## config.mk

```make
export PLATFORM = sky130hd
export DESIGN_NAME = mem_access_unit
export DESIGN_NICKNAME = d
export VERILOG_FILES = /design/src/rtl/mem_access_unit.sv
export SDC_FILE = /design/constraint.sdc
export NUM_CORES = 1
export LEC_CHECK = 0
export CORE_UTILIZATION = 49
export CTS_CLUSTER_SIZE = 16
export DETAILED_ROUTE_END_ITERATION = 10
export PLACE_DENSITY = 0.84
export SYNTH_ARGS = -nofsm -noshare
export SYNTH_HDL_FRONTEND = slang
export SYNTH_SLANG_ARGS = --single-unit
```

## constraint.sdc

```tcl
create_clock -name clk -period 15.34 [get_ports clk]
set_clock_uncertainty 0.15 [all_clocks]
set_input_delay 3.068 -clock clk [delete_from_list [all_inputs] [get_ports clk]]
set_output_delay 3.068 -clock clk [all_outputs]
set_load 0.02 [all_outputs]
```

## src/rtl/mem_access_unit.sv

```systemverilog
// MEM-stage initiator for the word-wide DataMem. It accepts one load/store
// request at a time, runs one or two DataMem cycles (read, write, or
// read-modify-write for sub-word stores) and returns a tagged, extended result.
module mem_access_unit #(
  parameter int TAG_W = 5
) (
  input  logic             clk,
  input  logic             reset,
  input  logic             req_valid,
  output logic             req_ready,
  input  logic [2:0]       req_op,
  input  logic [31:0]      req_addr,
  input  logic [31:0]      req_wdata,
  input  logic [TAG_W-1:0] req_tag,
  output logic             rsp_valid,
  output logic [31:0]      rsp_data,
  output logic [TAG_W-1:0] rsp_tag,
  output logic             rsp_err,
  output logic             memread,
  output logic             memwrite,
  output logic [31:0]      address,
  output logic [31:0]      writedata,
  input  logic [31:0]      readdata
);

  typedef enum logic [2:0] {
    OP_LW  = 3'b000,
    OP_LH  = 3'b001,
    OP_LHU = 3'b010,
    OP_LB  = 3'b011,
    OP_LBU = 3'b100,
    OP_SW  = 3'b101,
    OP_SH  = 3'b110,
    OP_SB  = 3'b111
  } op_t;

  typedef enum logic [2:0] {
    S_IDLE,
    S_RD,
    S_WR,
    S_RMW_RD,
    S_RMW_WR,
    S_RSP,
    S_ERR
  } state_t;

  state_t           state_q;
  op_t              op_q;
  logic [31:0]      addr_q;
  logic [31:0]      wdata_q;
  logic [TAG_W-1:0] tag_q;
  logic [31:0]      old_q;
  logic             rsp_valid_q;
  logic             rsp_err_q;
  logic [31:0]      rsp_data_q;
  logic [TAG_W-1:0] rsp_tag_q;
  op_t              req_op_t;

  assign req_op_t = op_t'(req_op);

  function automatic logic misaligned(op_t op, logic [1:0] a);
    case (op)
      OP_LW, OP_SW:         return (a != 2'b00);
      OP_LH, OP_LHU, OP_SH: return a[0];
      default:              return 1'b0;
    endcase
  endfunction

  // Little-endian lane select followed by sign/zero extension.
  function automatic logic [31:0] load_ext(op_t op, logic [1:0] a, logic [31:0] w);
    logic [7:0]  b;
    logic [15:0] h;
    b = w[{a, 3'b000} +: 8];
    h = w[{a[1], 4'b0000} +: 16];
    case (op)
      OP_LW:   return w;
      OP_LH:   return {{16{h[15]}}, h};
      OP_LHU:  return {16'h0000, h};
      OP_LB:   return {{24{b[7]}}, b};
      OP_LBU:  return {24'h000000, b};
      default: return '0;
    endcase
  endfunction

  // Replace the addressed byte/halfword of the old word with the store data.
  function automatic logic [31:0] merge_lane(op_t op, logic [1:0] a, logic [31:0] old,
                                             logic [31:0] wd);
    logic [31:0] r;
    r = old;
    if (op == OP_SH) r[{a[1], 4'b0000} +: 16] = wd[15:0];
    else             r[{a, 3'b000} +: 8]      = wd[7:0];
    return r;
  endfunction

  // Request acceptance is only possible in IDLE and never while reset is held.
  assign req_ready = (state_q == S_IDLE) && !reset;

  // Sequencer: latches the request, walks the DataMem cycles, registers the response.
  always_ff @(posedge clk or posedge reset) begin
    if (reset) begin
      state_q     <= S_IDLE;
      op_q        <= OP_LW;
      addr_q      <= '0;
      wdata_q     <= '0;
      tag_q       <= '0;
      old_q       <= '0;
      rsp_valid_q <= 1'b0;
      rsp_err_q   <= 1'b0;
      rsp_data_q  <= '0;
      rsp_tag_q   <= '0;
    end else begin
      rsp_valid_q <= 1'b0;
      rsp_err_q   <= 1'b0;
      rsp_data_q  <= '0;
      case (state_q)
        S_IDLE: begin
          if (req_valid) begin
            op_q    <= req_op_t;
            addr_q  <= req_addr;
            wdata_q <= req_wdata;
            tag_q   <= req_tag;
            if (misaligned(req_op_t, req_addr[1:0])) begin
              state_q     <= S_ERR;
              rsp_valid_q <= 1'b1;
              rsp_err_q   <= 1'b1;
              rsp_tag_q   <= req_tag;
            end else begin
              case (req_op_t)
                OP_SW:        state_q <= S_WR;
                OP_SH, OP_SB: state_q <= S_RMW_RD;
                default:      state_q <= S_RD;
              endcase
            end
          end
        end
        S_RD: begin
          rsp_data_q  <= load_ext(op_q, addr_q[1:0], readdata);
          rsp_valid_q <= 1'b1;
          rsp_tag_q   <= tag_q;
          state_q     <= S_RSP;
        end
        S_RMW_RD: begin
          old_q   <= readdata;
          state_q <= S_RMW_WR;
        end
        S_WR, S_RMW_WR: begin
          rsp_valid_q <= 1'b1;
          rsp_tag_q   <= tag_q;
          state_q     <= S_RSP;
        end
        S_RSP:   state_q <= S_IDLE;
        S_ERR:   state_q <= S_IDLE;
        default: state_q <= S_IDLE;
      endcase
    end
  end

  // DataMem strobes decoded from state and latched request only.
  always_comb begin
    memread   = (state_q == S_RD) || (state_q == S_RMW_RD);
    memwrite  = (state_q == S_WR) || (state_q == S_RMW_WR);
    address   = '0;
    writedata = '0;
    if (memread || memwrite) address = {2'b00, addr_q[31:2]};
    if (state_q == S_WR)     writedata = wdata_q;
    if (state_q == S_RMW_WR) writedata = merge_lane(op_q, addr_q[1:0], old_q, wdata_q);
  end

  assign rsp_valid = rsp_valid_q;
  assign rsp_err   = rsp_err_q;
  assign rsp_data  = rsp_data_q;
  assign rsp_tag   = rsp_tag_q;

endmodule

```

Word-level counts from Yosys, hierarchy flattened --
Index checks and enable logic that the tools add are counted.
Word-level totals: register bits after elaboration 146, latch bits 0, RAM bits 0, memory bits (read-only) 0, bits of input ports 107, output and inout bits 106, word-level logic and storage cells 72, memories kept 0
Operators by class: add/subtract/negate cells 2, multipliers 0, div/mod/pow operators 0, order comparisons 0, eq/ne operators 16, shifts and indexed selects 6, mux-type cells 22, bitwise gates (word level) 0, reduce and logical (&&, ||, !) cells 16
Operator list (number):
- $pmux W32 S5 | 1
- $mux W32 | 4
- $bwmux W32 | 2
- $shift A16 B7 Y32 const A | 1
- $shift A8 B7 Y32 const A | 1
- $shiftx A16 B7 Y32 | 1
- $shiftx A32 B6 Y16 | 1
- $shiftx A32 B6 Y8 | 1
- $shiftx A8 B7 Y32 | 1
- $mux W30 | 1
- $eq A3 B3 Y1 const B | 6
- $eq A3 B2 Y1 const B | 5
- $neg A5 Y7 | 2
- $mux W5 | 2
- $pmux W5 S2 | 1
- $eq A3 B1 Y1 const B | 3
- $logic_not A3 Y1 | 3
- $pmux W3 S3 | 1
- $mux W3 | 2
- $reduce_or A3 Y1 | 2
- $mux W1 | 5
- $pmux W1 S2 | 2
- $pmux W2 S2 | 1
- $reduce_bool A2 Y1 | 2
- other kinds (8) | 11

Logic depth before layout (Yosys ltp) --
word-level depth 8, depth in mapped cells 8, depth with buffers taken out 6

Worst setup path before layout --
OpenSTA, ideal clock, no wires.
path kind input to output, start input reset, end output req_ready, arrival 3.695 ns, data required time 12.122 ns, setup slack 8.427 ns, cell stages on the path 1, buffers on the path 0, cell sequence nor4_1
Between the ends: longest elaborated chain between the ends 2
RTL lines:
- start, declared | RTL line 8 | input logic reset,
- $logic_not A1 Y1 (no source line)
- $logic_and A1 B1 Y1 | RTL line 96 | assign req_ready = (state_q == S_IDLE) && !reset;
- end, declared | RTL line 10 | output logic req_ready,
Every way passes these cells.

Worst setup path after layout --
Same ends and word-level chain as after synthesis.

==> results by group <==
Setup path
  • Crit-path max FO: 2
  • Critical Path Start Type: primary input
  • CP arrival: approximately 4400 ps
  • Critical Path RT: roughly 12000 ps
  • Reg2Reg Capture Point: rsp_data[13]$_DFF_PP0_
  • Crit-path max cell delay: roughly 660 ps
  • CP dominant cell by count: clkdlybuf4s50_1
  • Critical path's slowest cell: clkdlybuf4s50_1
  • Largest delay contributor family on the critical path: buffers and inverters
  • Worst reg2reg startpoint: addr_q[1]$_DFFE_PP0P_
  • Worst Setup End Kind: primary output
  • Setup CP Type: in -> out
  • R2R depth: 5
  • Critical Path, Cell by Cell: clkdlybuf4s50_1, nor4_1, clkdlybuf4s50_1
  • Setup slack, reg-to-reg: roughly 13000 ps
  • Buffers & Inverters on Critical Path: 2

Power and ir drop
  • Leak: ~4.5 nW
  • Pwr per Cell Area: 215 nW/um2
  • Maximum vdd drop: about 140 uV

Route
  • Routed Antenna Nets: 0
  • Initial DRT Pass Iterations: 6
  • WL per Instance: ~18 um
  • Via count: 6685
  • # DRC: 0
  • Vias per cell: about 5.7
  • Final wirelength: around 22000 um
  • Starting DRT DRC Count: about 730

Die
  • Die area: around 16000 um2
  • Die Y: approximately 120 um
  • # rows: 44
  • Core Area: 14600 um2
  • Die Wd: 125 um
  • Starting Density: 50.5%
  • I/O pin cnt: roughly 210

Timing
  • Count of final setup violators: 0
  • Rel. slew slack: between 10% and 20%
  • Hold slack: between 300 and 400 ps
  • Slew Limit Fails: 0
  • Fin crit period: roughly 7600 ps
  • RSZ-0062 raised after global routing: no
  • Final period util: about half
  • Total negative slack: 0 ps
  • Final hold vios: 0
  • Worst-margin pin slew: approximately 1300 ps
  • Final worst slack: a little under 8000 ps
  • Fmax: roughly 130 MHz

GRT
  • Largest net degree at the start of global routing: 86
  • GRT overflow: 0
  • Global Route Usage Sum: 28.6%
  • Initial antenna violation count: 0
  • First-pass GRT wire length: between 30000 and 40000 um
  • Vias in the first global route: roughly 6.6k

Layout
  • Area added between synthesis and finish: 38.3%
  • Fill cells: 1070
  • Layout cells sized above 1: 11.0%
  • Fin util: a little over two thirds
  • Most frequent cells in the layout: nand2_1 (247), clkdlybuf4s50_1 (210), dfrtp_1 (146)
  • NumNets Final: around 1.1k
  • Final Instance Area: ~10000 um2
  • ANT cells: 0
  • Commonest non-fill, non-tap cell in the layout: nand2_1

Place
  • DP Area: about 9500 um2
  • Final Wtd Congestion: slightly below 0.9
  • DP Worst Slack: between 7000 and 8000 ps
  • HPWL Detailed: 14700 um
  • Port Buffers: 210

Synthesis
  • Yosys reg bits: around 150
  • EDFF count, synth: 0
  • Post-synthesis sequential area ratio: slightly below 50%
  • Synth Cell Area: 7360 um2
  • Gate Count Post-Synth: between 700 and 800
  • Asr flop ratio synth: 100%
  • Post-synth cell types: 55
  • Mean Syn Cell Area: 9.28 um2
  • Dominant synthesized flop cell: dfrtp_1
  • Syn. warnings: 0

Clock network
  • Clk root buf: clkbuf_16
  • Num CTS Buffers: 17
  • Post-CTS setup buffers: 0
  • H-tree depth: 4
  • Clock buffer depth: 2
  • PostCTS Resize Cnt: 0
  • Clk slew on worst S/H paths: 60 ps
  • Worst-skew pair later-pin latency: around 430 ps
  • TritonCTS clock tree: done
  • CTS Sinks: about 150
  • Hold buffer count at CTS: 0

Worst hold path
  • Hold crit path type: reg -> reg
  • Worst Hold Launch: addr_q[16]$_DFFE_PP0P_
  • Hold Path Depth: 2
  • Endpoint, Worst Hold: addr_q[16]$_DFFE_PP0P_

Job
  • Max Cap Viol: 0

Outcome
  • Status: finished clean
worst max path at each step:
stage	from	to	slack, ps	cells past startpoint
final	reset	req_ready	7710	3
after global routing	reset	req_ready	7590	3
after CTS	reset	req_ready	7680	3
after detailed placement	reset	req_ready	7700	3
after global placement	reset	req_ready	7720	3
after floorplan	reset	addr_q[0]$_DFFE_PP0P_	8200	1
report_power, final:
group	leakage, nW	internal [mW]	total (mW)	switching (mW)
Clock	0.305	0.287	0.453	0.166
Combinational	2.36	0.479	1.05	0.568
Sequential	1.84	0.551	0.692	0.141
flip-flops by register name (all words and copies together), names as in the netlist:
name	flops
rsp_err	1
op_q	3
addr_q	32
state_q	3
wdata_q	32
rsp_data	32
old_q	32
rsp_valid	1
tag_q	5
rsp_tag	5
per-stage QoR:
step | std cells | total power, mW
after floorplan | 794 | 1.33
final | 1169 | 2.19
after global routing | 1169 | 2.31
after CTS | 1169 | 2.19
after detailed placement | 1138 | 1.73
after global placement | 1138 | 1.70
per-layer routing:
metal	vias to the layer above	wire length (um)	global-route usage (%)	share of wire, %
met1	3175	8380	35.9	39
met4	0	765	13.7	3.5
met3	62	2050	7.52	9.5
li1	3084	-	-	-
met5	-	0	0	0
met2	364	10400	46.0	48
synthesized netlist by cell type, types with 2 or more instances:
cell,count,area share [%]
a21oi_1,66,4.5
a221oi_1,13,1.5
a22o_1,10,1.2
a22oi_1,22,2.2
a311oi_1,7,0.83
a31oi_1,2,0.17
and2_1,31,2.6
and4b_1,2,0.27
buf_1,8,0.41
buf_2,10,0.68
buf_4,2,0.20
clkbuf_1,38,1.9
dfrtp_1,146,50
ha_1,5,0.85
inv_1,10,0.51
mux2_2,52,8.0
mux2_4,4,0.82
mux2i_1,15,2.0
nand2_1,248,13
nand2b_1,3,0.25
nand3b_1,3,0.31
nor2_1,22,1.1
nor2b_1,3,0.25
nor3_1,5,0.34
nor3b_1,3,0.31
o21a_1,2,0.20
o21ai_0,21,1.4
o31ai_1,5,0.51
o41ai_1,7,0.83
or2_2,2,0.17
xnor2_1,2,0.24
tightest hold or removal path: stages, from the launching register on:
cell and delay (ps):
dfrtp_1 330, nand2_1 50, nand2_1 50
area by class of cell:
class	count	area, um2	area share [%]
Clock buffer	17	425	4.18
Clock inverter	14	214	2.10
Inverter	10	42.5	0.418
Multi-Input combinational cell	579	3440	33.8
Sequential cell	146	3650	35.9
Tap cell	184	230	2.26
Timing Repair Buffer	219	2170	21.3
logic make-up after synthesis:
| family | after synthesis | synth area share (%) |
|---|---|---|
| simple gates | 333 | 19.6 |
| compound gates | 165 | 14.8 |
| flops | 146 | 49.6 |
| mux | 71 | 10.8 |
| buf+inv | 69 | 3.89 |
| fa+ha+maj | 6 | 0.986 |
| xor+xnor | 2 | 0.238 |
| other cells | 1 | 0.0509 |
(Power assumes the default switching activity.)
